$ cat src/rtl/mc_control.sv
// rtl/mc_control.sv - multi-cycle MIPS sequencer: fetch/decode/exec/mem/wb with shared memory handshake
module mc_control (
  input  logic       clk,
  input  logic       rst_n,
  input  logic [5:0] opcode,
  input  logic [5:0] funct,
  input  logic       zero,
  input  logic       mem_ready,
  output logic       mem_req,
  output logic       mem_we,
  output logic       mem_sel,
  output logic       ir_write,
  output logic       pc_write,
  output logic [1:0] pc_op,
  output logic [2:0] alu_op,
  output logic       alu_src,
  output logic [1:0] ext_op,
  output logic       reg_write,
  output logic [1:0] reg_dst,
  output logic [1:0] reg_src,
  output logic       retire,
  output logic       illegal,
  output logic [2:0] state
);

  typedef enum logic [2:0] {
    S_IDLE   = 3'd0,
    S_FETCH  = 3'd1,
    S_DECODE = 3'd2,
    S_EXEC   = 3'd3,
    S_MEM    = 3'd4,
    S_WB     = 3'd5,
    S_TRAP   = 3'd6
  } state_t;

  typedef enum logic [3:0] {
    K_ADDU, K_SUBU, K_AND, K_OR, K_SLT, K_JR,
    K_ADDIU, K_ORI, K_LUI, K_LW, K_SW, K_BEQ, K_J, K_JAL,
    K_ILL
  } kind_t;

  localparam logic [2:0] ALU_ADD = 3'd0;
  localparam logic [2:0] ALU_SUB = 3'd1;
  localparam logic [2:0] ALU_AND = 3'd2;
  localparam logic [2:0] ALU_OR  = 3'd3;
  localparam logic [2:0] ALU_SLT = 3'd4;
  localparam logic [2:0] ALU_LUI = 3'd5;

  localparam logic [1:0] EXT_ZERO = 2'd0;
  localparam logic [1:0] EXT_SIGN = 2'd1;
  localparam logic [1:0] EXT_UP16 = 2'd2;

  localparam logic [1:0] PC_INC  = 2'd0;
  localparam logic [1:0] PC_BR   = 2'd1;
  localparam logic [1:0] PC_JMP  = 2'd2;
  localparam logic [1:0] PC_REG  = 2'd3;

  function automatic kind_t classify(input logic [5:0] op, input logic [5:0] fn);
    kind_t k;
    k = K_ILL;
    case (op)
      6'h00: begin
        case (fn)
          6'h21:   k = K_ADDU;
          6'h23:   k = K_SUBU;
          6'h24:   k = K_AND;
          6'h25:   k = K_OR;
          6'h2a:   k = K_SLT;
          6'h08:   k = K_JR;
          default: k = K_ILL;
        endcase
      end
      6'h09:   k = K_ADDIU;
      6'h0d:   k = K_ORI;
      6'h0f:   k = K_LUI;
      6'h23:   k = K_LW;
      6'h2b:   k = K_SW;
      6'h04:   k = K_BEQ;
      6'h02:   k = K_J;
      6'h03:   k = K_JAL;
      default: k = K_ILL;
    endcase
    return k;
  endfunction

  state_t     state_q, state_d;
  logic [5:0] op_q, fn_q;
  kind_t      kind_in, kind_q;

  // DECODE judges legality from the live IR; every later state uses the latched copy
  assign kind_in = classify(opcode, funct);
  assign kind_q  = classify(op_q, fn_q);
  assign state   = state_q;

  always_ff @(posedge clk or negedge rst_n) begin
    if (!rst_n) begin
      state_q <= S_IDLE;
      op_q    <= 6'd0;
      fn_q    <= 6'd0;
    end else begin
      state_q <= state_d;
      if (state_q == S_DECODE) begin
        op_q <= opcode;
        fn_q <= funct;
      end
    end
  end

  always_comb begin
    state_d   = state_q;
    mem_req   = 1'b0;
    mem_we    = 1'b0;
    mem_sel   = 1'b0;
    ir_write  = 1'b0;
    pc_write  = 1'b0;
    pc_op     = PC_INC;
    alu_op    = ALU_ADD;
    alu_src   = 1'b0;
    ext_op    = EXT_ZERO;
    reg_write = 1'b0;
    reg_dst   = 2'd0;
    reg_src   = 2'd0;
    retire    = 1'b0;
    illegal   = 1'b0;

    case (state_q)
      S_IDLE: state_d = S_FETCH;

      S_FETCH: begin
        mem_req = 1'b1;
        if (mem_ready) begin
          ir_write = 1'b1;
          pc_write = 1'b1;
          pc_op    = PC_INC;
          state_d  = S_DECODE;
        end
      end

      S_DECODE: state_d = (kind_in == K_ILL) ? S_TRAP : S_EXEC;

      S_EXEC: begin
        ext_op = EXT_SIGN;
        case (kind_q)
          K_ADDU:  state_d = S_WB;
          K_SUBU:  begin alu_op = ALU_SUB; state_d = S_WB; end
          K_AND:   begin alu_op = ALU_AND; state_d = S_WB; end
          K_OR:    begin alu_op = ALU_OR;  state_d = S_WB; end
          K_SLT:   begin alu_op = ALU_SLT; state_d = S_WB; end
          K_ADDIU: begin alu_src = 1'b1; state_d = S_WB; end
          K_ORI:   begin alu_op = ALU_OR;  alu_src = 1'b1; ext_op = EXT_ZERO; state_d = S_WB; end
          K_LUI:   begin alu_op = ALU_LUI; alu_src = 1'b1; ext_op = EXT_UP16; state_d = S_WB; end
          K_LW, K_SW: begin alu_src = 1'b1; state_d = S_MEM; end
          K_BEQ: begin
            alu_op   = ALU_SUB;
            pc_write = zero;
            pc_op    = PC_BR;
            retire   = 1'b1;
            state_d  = S_FETCH;
          end
          K_J: begin
            pc_write = 1'b1;
            pc_op    = PC_JMP;
            retire   = 1'b1;
            state_d  = S_FETCH;
          end
          K_JR: begin
            pc_write = 1'b1;
            pc_op    = PC_REG;
            retire   = 1'b1;
            state_d  = S_FETCH;
          end
          K_JAL: begin
            pc_write = 1'b1;
            pc_op    = PC_JMP;
            state_d  = S_WB;
          end
          default: begin
            ext_op  = EXT_ZERO;
            state_d = S_TRAP;
          end
        endcase
      end

      S_MEM: begin
        mem_req = 1'b1;
        mem_sel = 1'b1;
        mem_we  = (kind_q == K_SW);
        if (mem_ready) begin
          if (kind_q == K_SW) begin
            retire  = 1'b1;
            state_d = S_FETCH;
          end else begin
            state_d = S_WB;
          end
        end
      end

      S_WB: begin
        reg_write = 1'b1;
        retire    = 1'b1;
        state_d   = S_FETCH;
        case (kind_q)
          K_ADDU, K_SUBU, K_AND, K_OR, K_SLT: reg_dst = 2'd1;
          K_LW:    reg_src = 2'd1;
          K_JAL:   begin reg_dst = 2'd2; reg_src = 2'd2; end
          default: reg_dst = 2'd0;
        endcase
      end

      S_TRAP: illegal = 1'b1;

      default: state_d = S_IDLE;
    endcase
  end

endmodule

$ cat config.mk
export PLATFORM = sky130hd
export DESIGN_NAME = mc_control
export DESIGN_NICKNAME = d
export VERILOG_FILES = /design/src/rtl/mc_control.sv
export SDC_FILE = /design/constraint.sdc
export NUM_CORES = 1
export LEC_CHECK = 0
export ABC_AREA = 1
export CORE_UTILIZATION = 49
export CTS_CLUSTER_DIAMETER = 40
export DETAILED_ROUTE_END_ITERATION = 8
export GPL_ROUTABILITY_DRIVEN = 0
export PLACE_DENSITY = 0.79
export SYNTH_ARGS = -nofsm -noshare
export SYNTH_HDL_FRONTEND = slang
export SYNTH_SLANG_ARGS = --single-unit
export TNS_END_PERCENT = 100
$ cat constraint.sdc
create_clock -name clk -period 2.4 [get_ports clk]
set_input_delay 0.36 -clock clk [delete_from_list [all_inputs] [get_ports clk]]
set_output_delay 0.36 -clock clk [all_outputs]
set_load 0.02 [all_outputs]
======== Word level (Yosys, flattened, before mapping) ========
Index checks and enable logic that the tools add are counted.
operators by class
  equality and inequality tests ........... 50
  mux-type cells .......................... 35
  bitwise gates (word level) .............. 1
  reduce and logical (&&, ||, !) cells .... 17
operators by type and width
  cell                                            count
  == test 6 bit (second input constant)           14
  one-hot mux 4 bit (9 select lines)              2
  == test 6 x 4 -> 1 bit (second input constant)  8
  one-hot mux 4 bit (6 select lines)              2
  == test 4 bit (second input constant)           7
  == test 6 x 2 -> 1 bit (second input constant)  4
  one-hot mux 3 bit (6 select lines)              1
  == test 4 x 3 -> 1 bit (second input constant)  4
  two-way mux 3 bit                               5
  one-hot mux 3 bit (5 select lines)              1
  == test 6 x 3 -> 1 bit (second input constant)  2
  logical NOT 6 bit                               2
  two-way mux 1 bit                               12
  one-hot mux 2 bit (2 select lines)              3
  OR reduction 12 bit                             1
  OR reduction 2 bit                              6
  OR reduction 5 bit                              2
  == test 3 bit (second input constant)           3
  one-hot mux 3 bit (3 select lines)              1
  OR reduction 9 bit                              1
  == test 4 x 2 -> 1 bit (second input constant)  2
  two-way mux 2 bit                               4
  == test 3 x 2 -> 1 bit (second input constant)  2
  one-hot mux 2 bit (3 select lines)              1
  10 further kinds                                13
word-level totals
  register bits after elaboration ......... 15
  input port bits ......................... 16
  output and inout bits ................... 23
  logic and storage cells ................. 106

======== Depth between registers and ports, before layout ========
Gate-level depths: netlist (run 1).
  word-level depth ........................ 7
  depth in mapped cells ................... 16
  gate-level depth less buffers ........... 16

======== Least setup slack after synthesis (run 1) ========
No wires, ideal clock.
  path type ............................... register to output
  from .................................... register op_q[5]
  to ...................................... output port alu_op[1]
  arrival time ............................ 1.955 ns
  required time ........................... 2.040 ns
  path slack .............................. 0.085 ns
  cell stages (with the launch flop) ...... 8
  buffers on the path ..................... 0
  cell sequence ........................... dfrtp_1 -> nor2_4 -> nand3_2 -> nand3_2 -> inv_2 -> nand2_4 -> nand3_4 -> a2111oi_1
between the ends
  cells in the longest elaborated chain, start to end .. 6
  elaborated cells on any way between the ends .. 21
  classes of those cells .................. 15 x eq/ne; 3 x mux; 3 x reduce/logical
ends and longest elaborated chain
  item                                                  line  source
  start: declaration                                    87    logic [5:0] op_q, fn_q;
  start signal: assignment                              103   op_q <= opcode;
  == test 6 x 2 -> 1 bit, or another cell as far along  61    case (op)
  one-hot mux 4 bit (9 select lines) (*)                61
  == test 4 x 1 -> 1 bit, or another cell as far along  143   case (kind_q)
  OR reduction 2 bit (no line)                          n/a
  one-hot mux 3 bit (5 select lines) (*)                143
  two-way mux 3 bit (*)                                 126   case (state_q)
  end: declaration                                      15    output logic [2:0] alu_op,
Mark *: on every way between the ends. The rest lies on a longest branch, timed or not.

======== Worst setup path after layout (run 1) ========
  from .................................... register op_q[4]
  to ...................................... output port retire
between the ends
  cells in the longest elaborated chain, start to end .. 6
  elaborated cells on any way between the ends .. 19
  classes of those cells .................. 12 x eq/ne; 5 x mux; 2 x reduce/logical
ends and longest elaborated chain
  item                                                                      line      source
  == test 6 x 2 -> 1 bit, or another cell as far along                      61
  one-hot mux 4 bit (9 select lines) (*)                                    61
  == test 4 x 3 -> 1 bit, or another cell as far along                      143
  OR reduction 3 bit (no line) / two-way mux 1 bit (equally long branches)  n/a
  two-way mux 1 bit (on tied branches)                                      143, 188
  one-hot mux 1 bit (3 select lines) (*)                                    126
  end: declaration                                                          21        output logic retire,
Marks and branches as above.

==> results of run 1 <==
==> kinds of logic after synthesis <==
| kind of cell | after synthesis | synth area share [%] |
|---|---|---|
| and+or+nand+nor | 160 | 51.8 |
| buffers and inverters | 46 | 11.6 |
| DFF | 15 | 24.8 |
| xor gates and xnor gates | 1 | 0.578 |
| AOI/OAI and AO/OA | 28 | 11.2 |
==> worst paths after layout <==
| path | startpoint | endpoint | slack (ns) | depth (start not counted) |
|---|---|---|---|---|
| worst max register to register | op_q[4]$_DFFE_PN0P_ | state[0]$_DFFE_PN0P_ | 0.39 | 15 |
| min in group clk | op_q[1]$_DFFE_PN0P_ | op_q[1]$_DFFE_PN0P_ | 0.61 | 2 |
| worst max-delay path | op_q[4]$_DFFE_PN0P_ | retire | -0.03 | 9 |
| worst min register to register | op_q[1]$_DFFE_PN0P_ | op_q[1]$_DFFE_PN0P_ | 0.61 | 2 |
| max in group asynchronous | rst_n | op_q[3]$_DFFE_PN0P_ | 1.43 | 1 |
| worst min-delay path | rst_n | fn_q[3]$_DFFE_PN0P_ | 0.48 | 1 |
==> cell usage in the layout, fill, tap and decap left out, types with 6 or more instances in the layout <==
cell type / instances
clkdlybuf4s50_1: 23
inv_1: 32
nand2_1: 60
nand2_2: 6
nand3_2: 8
nand4_1: 6
buf_4: 35
nor3_1: 8
o21ai_0: 13
nor2_4: 6
nor2_2: 6
nor2_1: 33
nand3_1: 19
dfrtp_1: 11
inv_2: 10
==> through the flow <==
step	utilization (%)	TNS, ns	total power, W	instance area (um2)
finish	79.2	-0.103	0.00274	2260
detailed placement	74.2	-1.15	0.00230	2120
floorplan	-	0	0.00164	1520
CTS	74.7	-0.0642	0.00250	2130
global placement	74.2	-0.732	0.00227	2120
global route	79.2	-1.29	0.00296	2260
==> flip-flops by register name (all words and copies together), names as in the netlist <==
| signal | count |
|---|---|
| op_q | 6 |
| fn_q | 6 |
| state | 3 |
==> where the power goes <==
part	switching, W	internal [W]
sequential	0.000179	0.000387
combinational	0.00117	0.000855
clock	0.0000873	0.0000633
total	0.00144	0.00130
==> layout make-up <==
cell class	count	area, um2	share of cell area, %
Clock buffer	3	22.5	0.997
Sequential cell	15	380	16.8
Inverter	43	161	7.14
Multi-Input combinational cell	190	1030	45.7
Clock inverter	1	7.51	0.332
Tap cell	31	38.8	1.72
Timing Repair Buffer	69	616	27.2
==> layer usage <==
layer  part of all wire, %  vias to the layer above  GRT usage, %
met1                    45                      840          36.6
li1                      -                      951             -
met5                     0                        -             0
met3                   3.6                        2          2.46
met4                  0.51                        0          7.32
met2                    51                       61          45.2
==> critical path, cell delays in order, from the launching register on <==
cell      delay, ns
dfrtp_2        0.48
nor2_4         0.19
nand2_2        0.09
nor2_4         0.16
nand3_2        0.17
nand4_1        0.16
o21ai_2        0.09
o21bai_1       0.18
nand3_1        0.09
buf_4          0.17
==> timing repair <==
item                       in CTS  in global routing
gates cloned                    1                  0
gates resized for setup        55                 26
setup endpoints to repair      10                 14
buffers inserted                1                  4
pin swaps                       6                 10
==> impl_results.md, run 1 <==
* Status: complete, but fails checks
* Failing checks: DRC, setup timing
* Wire per inst at ~13 um
* Yosys reg bits at 15
* Post-Place Cells at between 300 and 400
* Yosys cell types at 31
* Clock sink count at 15
* Final non-filler cell total at roughly 350
* Chip height at around 58 um
* Worst rel slew slack at 54.0%
* Synth area leader: dfrtp_1
* Worst min-delay path class: in -> async
* Pins Over Slew Limit at 0
* Mean Syn Cell Area at ~6 um2
* Max cap viols at 0
* Vias in the first global route at about 1600
* Most frequent cell after synthesis: nand2_1
* First-pass GRT wire length at 6.99 mm
* Leak at approximately 1.2 nW
* Number of synthesized flops with an enable pin at 0
* Pre-CTS WS at -0.215 ns
* Worst skew pair latency at between 0.2 and 0.3 ns
* Unrepaired setup endpoints after global routing: true
* GRT Util Overall at between 20% and 30%
* Crit path time final at about 2.4 ns
* Power Density at approximately 1200 nW/um2
* Worst clock skew at approximately 0.0093 ns
* CTS Root Cell: clkbuf_4
* Synth top area share at approximately 25%
* Vias after detailed routing at approximately 1900
* Max rail drop VDD at just over 0.0007 V
* Hold WS at around 0.48 ns
* Asr flop ratio synth at between 90% and 100%
* Cells after synthesis at 250
* Final WL at 4.47 mm
* Cts hold-fix bufs at 0
* Grt ovf at 0
* Ant diodes at 0
* Mapped Nets at roughly 270
* CTS tree: done
* Routed vias/inst at between 5 and 6
* Rows at 19
* Count of boundary I/O pins at 39
* CP endpoint kind: output port
* Period utilisation layout at 101%
* Ys Warns at 0
* DIE AREA at ~3300 um2
* Core Area at 2850 um2
* CP Class: reg -> out
* Initial antenna violation count at 0
* Worst-Margin Slew at ~0.69 ns
* Port Buffer Count at 38
* Total Nets Final at approximately 340
* Crit start category: flip-flop
* Number of iterations in the first detailed-routing pass at 8
* Post-route ant nets at 0
* CTS clk-pin slew, worst paths at ~0.1 ns
* H-tree Lvls at 1
* Final setup viols at 6
* Register area share after synthesis at about a quarter
* Mapped cell area at between 1500 and 2000 um2
* TritonCTS buffer count at 3
* Hold Fails Final Rpt at 0
* Detailed placer's ending HPWL at 3.26 mm
* Clk buf depth at 2
* Die width at roughly 58 um
* Synth-to-layout area growth at 49.0%
* Crit Path Max Fanout at 5
* Largest net degree at the start of global routing at 22
* CP required at 2.04 ns
* Fillers at between 200 and 250
* Synth area leaders: dfrtp_1 (25%), nand2_1 (15%), nor2_1 (9.2%)
* Setup WS post-layout at -0.0260 ns
* Arr. time, crit path at ~2.1 ns
* Share of post-route cells with drive strength above 1 at between 20% and 30%
* Commonest cells in the netlist: nand2_1 (61), nor2_1 (37), inv_1 (35), nand3_1 (21), dfrtp_1 (15)
* DR iter-0 viols at 144
* DRC errors left at 1
* Starting Density at a little over half
* Fmax at slightly above 400 MHz
* Synth Flop Type: dfrtp_1
Note: power is estimated with default switching activity, not from simulation.
==> inputs of run 2 (changes only) <==
- CORE_MARGIN: not set -> 8
==> run 2 against run 1 <==
The flow finishes with violations (setup timing). Total power fell by 0.54%. Combinational power hardly changed. Sequential share of layout area is 0.18 points lower. Sequential power is 5.7% lower. Clock skew fell by 0.0049 ns. First-iteration DRC count up 19%. Wire length decreased by 1.1%. Global-route usage fell by 11 points. Critical path depth is 2 higher.
==> impl_results.md, run 2 (synthesized netlist as in run 1, its figures left out) <==
* Max rail drop VDD at 0.000653 V (-7.9%)
* Worst skew pair latency at 0.28 ns (about the same)
* Metal3 WL at 214 um (+35%)
* Worst rel slew slack at 54.5% (+0.42 points)
* Setup slack, reg-to-reg at 0.31 ns (-0.08 ns)
* H-tree Lvls at 1 (unchanged)
* DRC errors left at 0 (-1)
* DR iter-0 viols at 172 (+19%)
* Vias in the first global route at 1681 (+2.8%)
* Routed vias/inst at 5.03 (-4.5%)
* Most frequent cells in the layout: nand2_1 (59), buf_4 (48), nor2_1 (35), inv_1 (34), clkdlybuf4s50_1 (22)
* Final setup viols at 6 (unchanged)
* Commonest non-fill, non-tap cell in the layout: nand2_1
* Post-route ant nets at 0 (unchanged)
* Cts hold-fix bufs at 0 (unchanged)
* Reg2reg start: op_q[2]$_DFFE_PN0P_
* R2R depth at 15 (unchanged)
* Core Area at 3000 um2 (+5.3%)
* Initial antenna violation count at 0 (unchanged)
* Number of iterations in the first detailed-routing pass at 4 (-4)
* CP Class: reg -> out
* CP required at 2.04 ns (about the same)
* Vias after detailed routing at 1821 (-1.8%)
* TritonCTS buffer count at 3 (unchanged)
* Crit start category: flip-flop
* Worst min-delay path class: in -> async
* Leak at 1.23 nW (+5.6%)
* Ant diodes at 0 (unchanged)
* Synth-to-layout area growth at 50.2%
* Fmax at 403 MHz (-2.2%)
* Share of post-route cells with drive strength above 1 at 28.6% (-0.089 points)
* Wire per inst at 12.2 um (-3.8%)
* Rows at 20 (+1)
* GRT Util Overall at 16.2% (-11 points)
* First-pass GRT wire length at 6.96 mm (-0.39%)
* CTS clk-pin slew, worst paths at 0.09 ns (about the same)
* Worst-Margin Slew at 0.681 ns (-0.00632 ns)
* Unrepaired setup endpoints after global routing: true
* Wire length on met1 at 2.09 mm (+4.5%)
* Total Nets Final at 346 (+2.4%)
* Arr. time, crit path at 2.12 ns (+0.05 ns)
* Max cap viols at 0 (unchanged)
* Count of boundary I/O pins at 39 (unchanged)
* DIE AREA at 5130 um2 (+54%)
* Hold Fails Final Rpt at 0 (unchanged)
* DR top layer: met4
* Chip height at 71.6 um (+24%)
* Met2 routed WL at 2.09 mm (-8.8%)
* Pre-CTS WS at -0.154 ns (+0.0618 ns)
* Pins Over Slew Limit at 0 (unchanged)
* Failing checks: setup timing
* CTS Root Cell: clkbuf_4
* Final WL at 4.42 mm (-1.1%)
* Grt ovf at 0 (unchanged)
* Port Buffer Count at 38 (unchanged)
* Critical R2R Capture: state[0]$_DFFE_PN0P_
* Worst clock skew at 0.00436 ns (-0.00494 ns)
* Design Area, Final at 2280 um2 (+0.77%)
* Placed inst area at 2180 um2 (+3.2%)
* Crit path time final at 2.48 ns (+0.0552 ns)
* Power Density at 1200 nW/um2 (-1.3%)
* Detailed placer's ending HPWL at 3.44 mm (+5.4%)
* Status: complete, but fails checks
* Clock sink count at 15 (unchanged)
* Largest net degree at the start of global routing at 22 (unchanged)
* Die width at 71.6 um (+24%)
* Starting Density at 50.5% (-2.7 points)
* CTS tree: done
* Period utilisation layout at 103% (+2.3 points)
* Fillers at 238 (+6.3%)
* CP endpoint kind: output port
* Clk buf depth at 2 (unchanged)
* Crit Path Max Fanout at 6 (+1)
* Setup WS post-layout at -0.0812 ns (-0.0552 ns)
run 2: cell count changes in the layout (fill, tap and decap cells not counted), moves of 2 or more:
cell,delta
buf_4,+13
buf_6,-3
dlymetal6s2s_1,+2
inv_1,+2
inv_2,-2
nand3_1,+2
nand3_2,-2
nor2_1,+2
run 2: worst max-delay path by stage:
stage | start | to | slack [ns] | depth (start not counted)
after detailed placement | op_q[5]$_DFFE_PN0P_ | alu_op[1] | -0.15 | 8
after floorplan | op_q[5]$_DFFE_PN0P_ | alu_op[1] | 0.08 | 7
after global placement | op_q[5]$_DFFE_PN0P_ | pc_write | -0.10 | 12
after CTS | state[1]$_DFFE_PN0P_ | ext_op[1] | -0.005 | 6
after global routing | op_q[1]$_DFFE_PN0P_ | alu_op[0] | -0.20 | 11
final | op_q[2]$_DFFE_PN0P_ | alu_op[0] | -0.08 | 11
run 2: critical path, cell delays in order, from the launching register on:
cell and delay (ns):
dfrtp_1 0.43, nor2_4 0.09, buf_4 0.13, nand3_1 0.09, nand4_1 0.24, buf_4 0.23, nand2_1 0.06, nand4_1 0.07
nand2_1 0.11, nor2_1 0.06, a21oi_1 0.16, buf_4 0.17
run 2: area by class of cell:
cell class	count	area [um2]	share of cell area [%]
multi-input cells	190	1010	44.3
well taps	33	41.3	1.81
flip-flops and latches	15	379	16.6
inverters	43	161	7.09
repair buffers	77	661	29.0
clock buffers	4	26.3	1.15
run 2: routing by layer:
layer,vias up,global-route usage [%]
li1,967,-
met1,788,20.6
met2,58,27.1
met3,8,2.79
met4,0,4.54
met5,-,0
run 2: repair_timing:
item	4_1_cts	5_1_grt
hold endpoints to repair	0	0
setup endpoints to repair	10	16
buffers inserted	3	2
gates cloned	1	0
pin swaps	3	7
gates resized for setup	50	22
run 2: where the power goes:
group / switching, W / internal [W] / total, W
logic: 0.00116 / 0.000894 / 0.00205
registers: 0.000149 / 0.000385 / 0.000534
clock network: 0.0000773 / 0.0000646 / 0.000142
run 2: stage by stage:
step	total power, W	cells	utilization, %	TNS (ns)	hold slack, ns
2_1_floorplan	0.00164	250	-	0	0.0644
3_3_place_gp	0.00239	352	72.7	-0.716	0.568
3_5_place_dp	0.00242	352	72.7	-1.10	0.581
4_1_cts	0.00263	360	73.4	-0.00506	0.496
5_1_grt	0.00296	362	75.8	-1.65	0.557
6_report	0.00273	362	75.8	-0.196	0.484
==> inputs of run 3 (changes only) <==
- CORE_UTILIZATION: 49 -> 50
- PLACE_DENSITY: 0.79 -> 0.81
- clock period: 2.4 -> 3 ns (I/O delays scaled with it)
==> run 3 against run 2 <==
The flow now finishes without violations. Setup slack gained 0.24 ns. Design area shrank 12%. Hold slack gained 0.083 ns. Core utilization shrank 8.7 points. Register-to-register slack gained 0.80 ns. Critical endpoint is now ext_op[0]. Largest power group unchanged.
==> impl_results.md, run 3 (synthesized netlist as in run 1, its figures left out) <==
* Share of post-route cells with drive strength above 1 at 13.4% (-15 points)
* Max cap viols at 0 (unchanged)
* Final setup viols at 0 (-6)
* First-pass GRT wire length at 6.67 mm (-4.3%)
* Clk buf depth at 2 (unchanged)
* Vias after detailed routing at 1679 (-7.8%)
* Starting Density at 50.9% (+0.42 points)
* Most Crowded Layer GR: met2
* Count of boundary I/O pins at 39 (unchanged)
* Post-CTS Repair Setup Buffers at 0 (-3)
* Fillers at 280 (+18%)
* CTS Root Cell: clkbuf_4
* Hold Fails Final Rpt at 0 (unchanged)
* DRC errors left at 0 (unchanged)
* DR iter-0 viols at 162 (-5.8%)
* Total Nets Final at 309 (-11%)
* DIE AREA at 5050 um2 (-1.6%)
* Worst clock skew at 0.00113 ns (-0.00323 ns)
* H-tree Lvls at 1 (unchanged)
* Worst min-delay path class: in -> async
* Port Buffer Count at 38 (unchanged)
* CP required at 2.55 ns (+0.51 ns)
* Core Area at 2980 um2 (-0.83%)
* Multi-input gate area at 978 um2 (-3.0%)
* Die width at 71.1 um (-0.78%)
* Worst-Margin Slew at 0.647 ns (-0.0339 ns)
* CP endpoint kind: output port
* Crit Path Max Fanout at 6 (unchanged)
* CP Class: reg -> out
* TritonCTS buffer count at 3 (unchanged)
* CTS tree: done
* Leak at 1.09 nW (-12%)
* Clock sink count at 15 (unchanged)
* Met1 usage at 20.1% (-0.41 points)
* Grt ovf at 0 (unchanged)
* Hold WS at 0.567 ns (+0.0831 ns)
* Worst rel slew slack at 56.7% (+2.3 points)
* Met3 GRT Util at 1.55% (-1.2 points)
* Register area at 375 um2 (-0.99%)
* Largest net degree at the start of global routing at 22 (unchanged)
* Routed vias/inst at 5.17 (+2.7%)
* Post-route ant nets at 0 (unchanged)
* Power Density at 893 nW/um2 (-25%)
* Fmax at around 350 MHz
* Max rail drop VDD at 0.000501 V (-23%)
* Wire per inst at 11.7 um (-4.2%)
* Number of iterations in the first detailed-routing pass at 4 (unchanged)
* Status: finished, final reports clean
* Met2 Usage GRT at 25.6% (-1.5 points)
* Initial antenna violation count at 0 (unchanged)
* Detailed placer's ending HPWL at 3.21 mm (-6.8%)
* Worst skew pair latency at 0.27 ns (about the same)
* Pins Over Slew Limit at 0 (unchanged)
* Commonest non-fill, non-tap cell in the layout: nand2_1
* Vias in the first global route at 1578 (-6.1%)
* TNS Setup at 0 ns (+0.196 ns)
* Chip height at 71.1 um (-0.78%)
* Arr. time, crit path at 2.39 ns (+0.27 ns)
* Cts hold-fix bufs at 0 (unchanged)
* GRT Util Overall at 15.6% (-0.61 points)
* Unrepaired setup endpoints after global routing: false
* Rows at 20 (unchanged)
* Period utilisation layout at 94.5%
* Crit path time final at between 2 and 3 ns
* Final WL at 3.80 mm (-14%)
* Synth-to-layout area growth at 31.8%
* Most frequent cells in the layout: nand2_1 (61), nor2_1 (36), inv_1 (35), clkdlybuf4s50_1 (29), nand3_1 (20)
* Crit start category: flip-flop
* Setup slack, reg-to-reg at 1.11 ns (+0.80 ns)
* Ant diodes at 0 (unchanged)
* CTS clk-pin slew, worst paths at 0.08 ns (about the same)
run 3: cell count changes in the layout (fill, tap and decap cells not counted), sizes merged:
cell / change
clkbuf: -1
dlymetal6s2s: +2
dlygate4sd2: +1
buf: -47
clkdlybuf4s50: +7
clkinv: +1
run 3: worst paths after layout:
| check | from | endpoint | depth (start not counted) |
|---|---|---|---|
| setup / recovery | op_q[1]$_DFFE_PN0P_ | ext_op[0] | 9 |
| hold / removal | rst_n | fn_q[1]$_DFFE_PN0P_ | 1 |
| setup reg to reg | op_q[1]$_DFFE_PN0P_ | state[2]$_DFFE_PN0P_ | 12 |
| hold reg to reg | fn_q[5]$_DFFE_PN0P_ | fn_q[5]$_DFFE_PN0P_ | 2 |
| max in group asynchronous | rst_n | op_q[3]$_DFFE_PN0P_ | 1 |
| min in group clk | fn_q[5]$_DFFE_PN0P_ | fn_q[5]$_DFFE_PN0P_ | 2 |
run 3: per-stage QoR:
| stage | utilization (%) | cells | area (um2) | worst slack (ns) | power, W |
|---|---|---|---|---|---|
| detailed placement | 65.1 | 320 | 1940 | 0.299 | 0.00166 |
| global route | 67.1 | 325 | 2000 | 0.0358 | 0.00198 |
| finish | 67.1 | 325 | 2000 | 0.164 | 0.00178 |
| CTS | 66.0 | 324 | 1960 | 0.0194 | 0.00177 |
| global placement | 65.1 | 320 | 1940 | 0.349 | 0.00164 |
| floorplan | - | 250 | 1520 | 0.595 | 0.00131 |
run 3: critical path, stage by stage, from the launching register on:
cell,delay [ns]
dfrtp_1,0.47
nor2_2,0.22
nand3_2,0.18
nand3_2,0.14
inv_2,0.05
nand2_4,0.10
nand2_4,0.07
xnor2_1,0.12
a31oi_1,0.13
clkdlybuf4s50_1,0.62
run 3: cell type report:
cell class	count	area share, %
repair buffers	40	20.7
well taps	33	2.07
flip-flops and latches	15	18.8
multi-input cells	190	49.0
inverters	43	8.08
clock buffers	3	1.13
clock inverters	1	0.250
run 3: repair_timing:
action                     4_1_cts  5_1_grt
setup endpoints to repair        1        9
pin swaps                        0        1
cloned                           0        1
gates resized for setup          1       10
run 3: layer usage:
metal | wire length [um] | share of wire, %
met5 | 0 | 0
met4 | 65 | 1.7
met2 | 1710 | 45
met1 | 1900 | 50
met3 | 126 | 3.3
run 3: report_power, final:
part,internal (W),total (W),switching (W)
sequential,0.000304,0.000436,0.000132
clock,0.0000494,0.000109,0.0000599
combinational,0.000455,0.00124,0.000785
total,0.000808,0.00178,0.000977
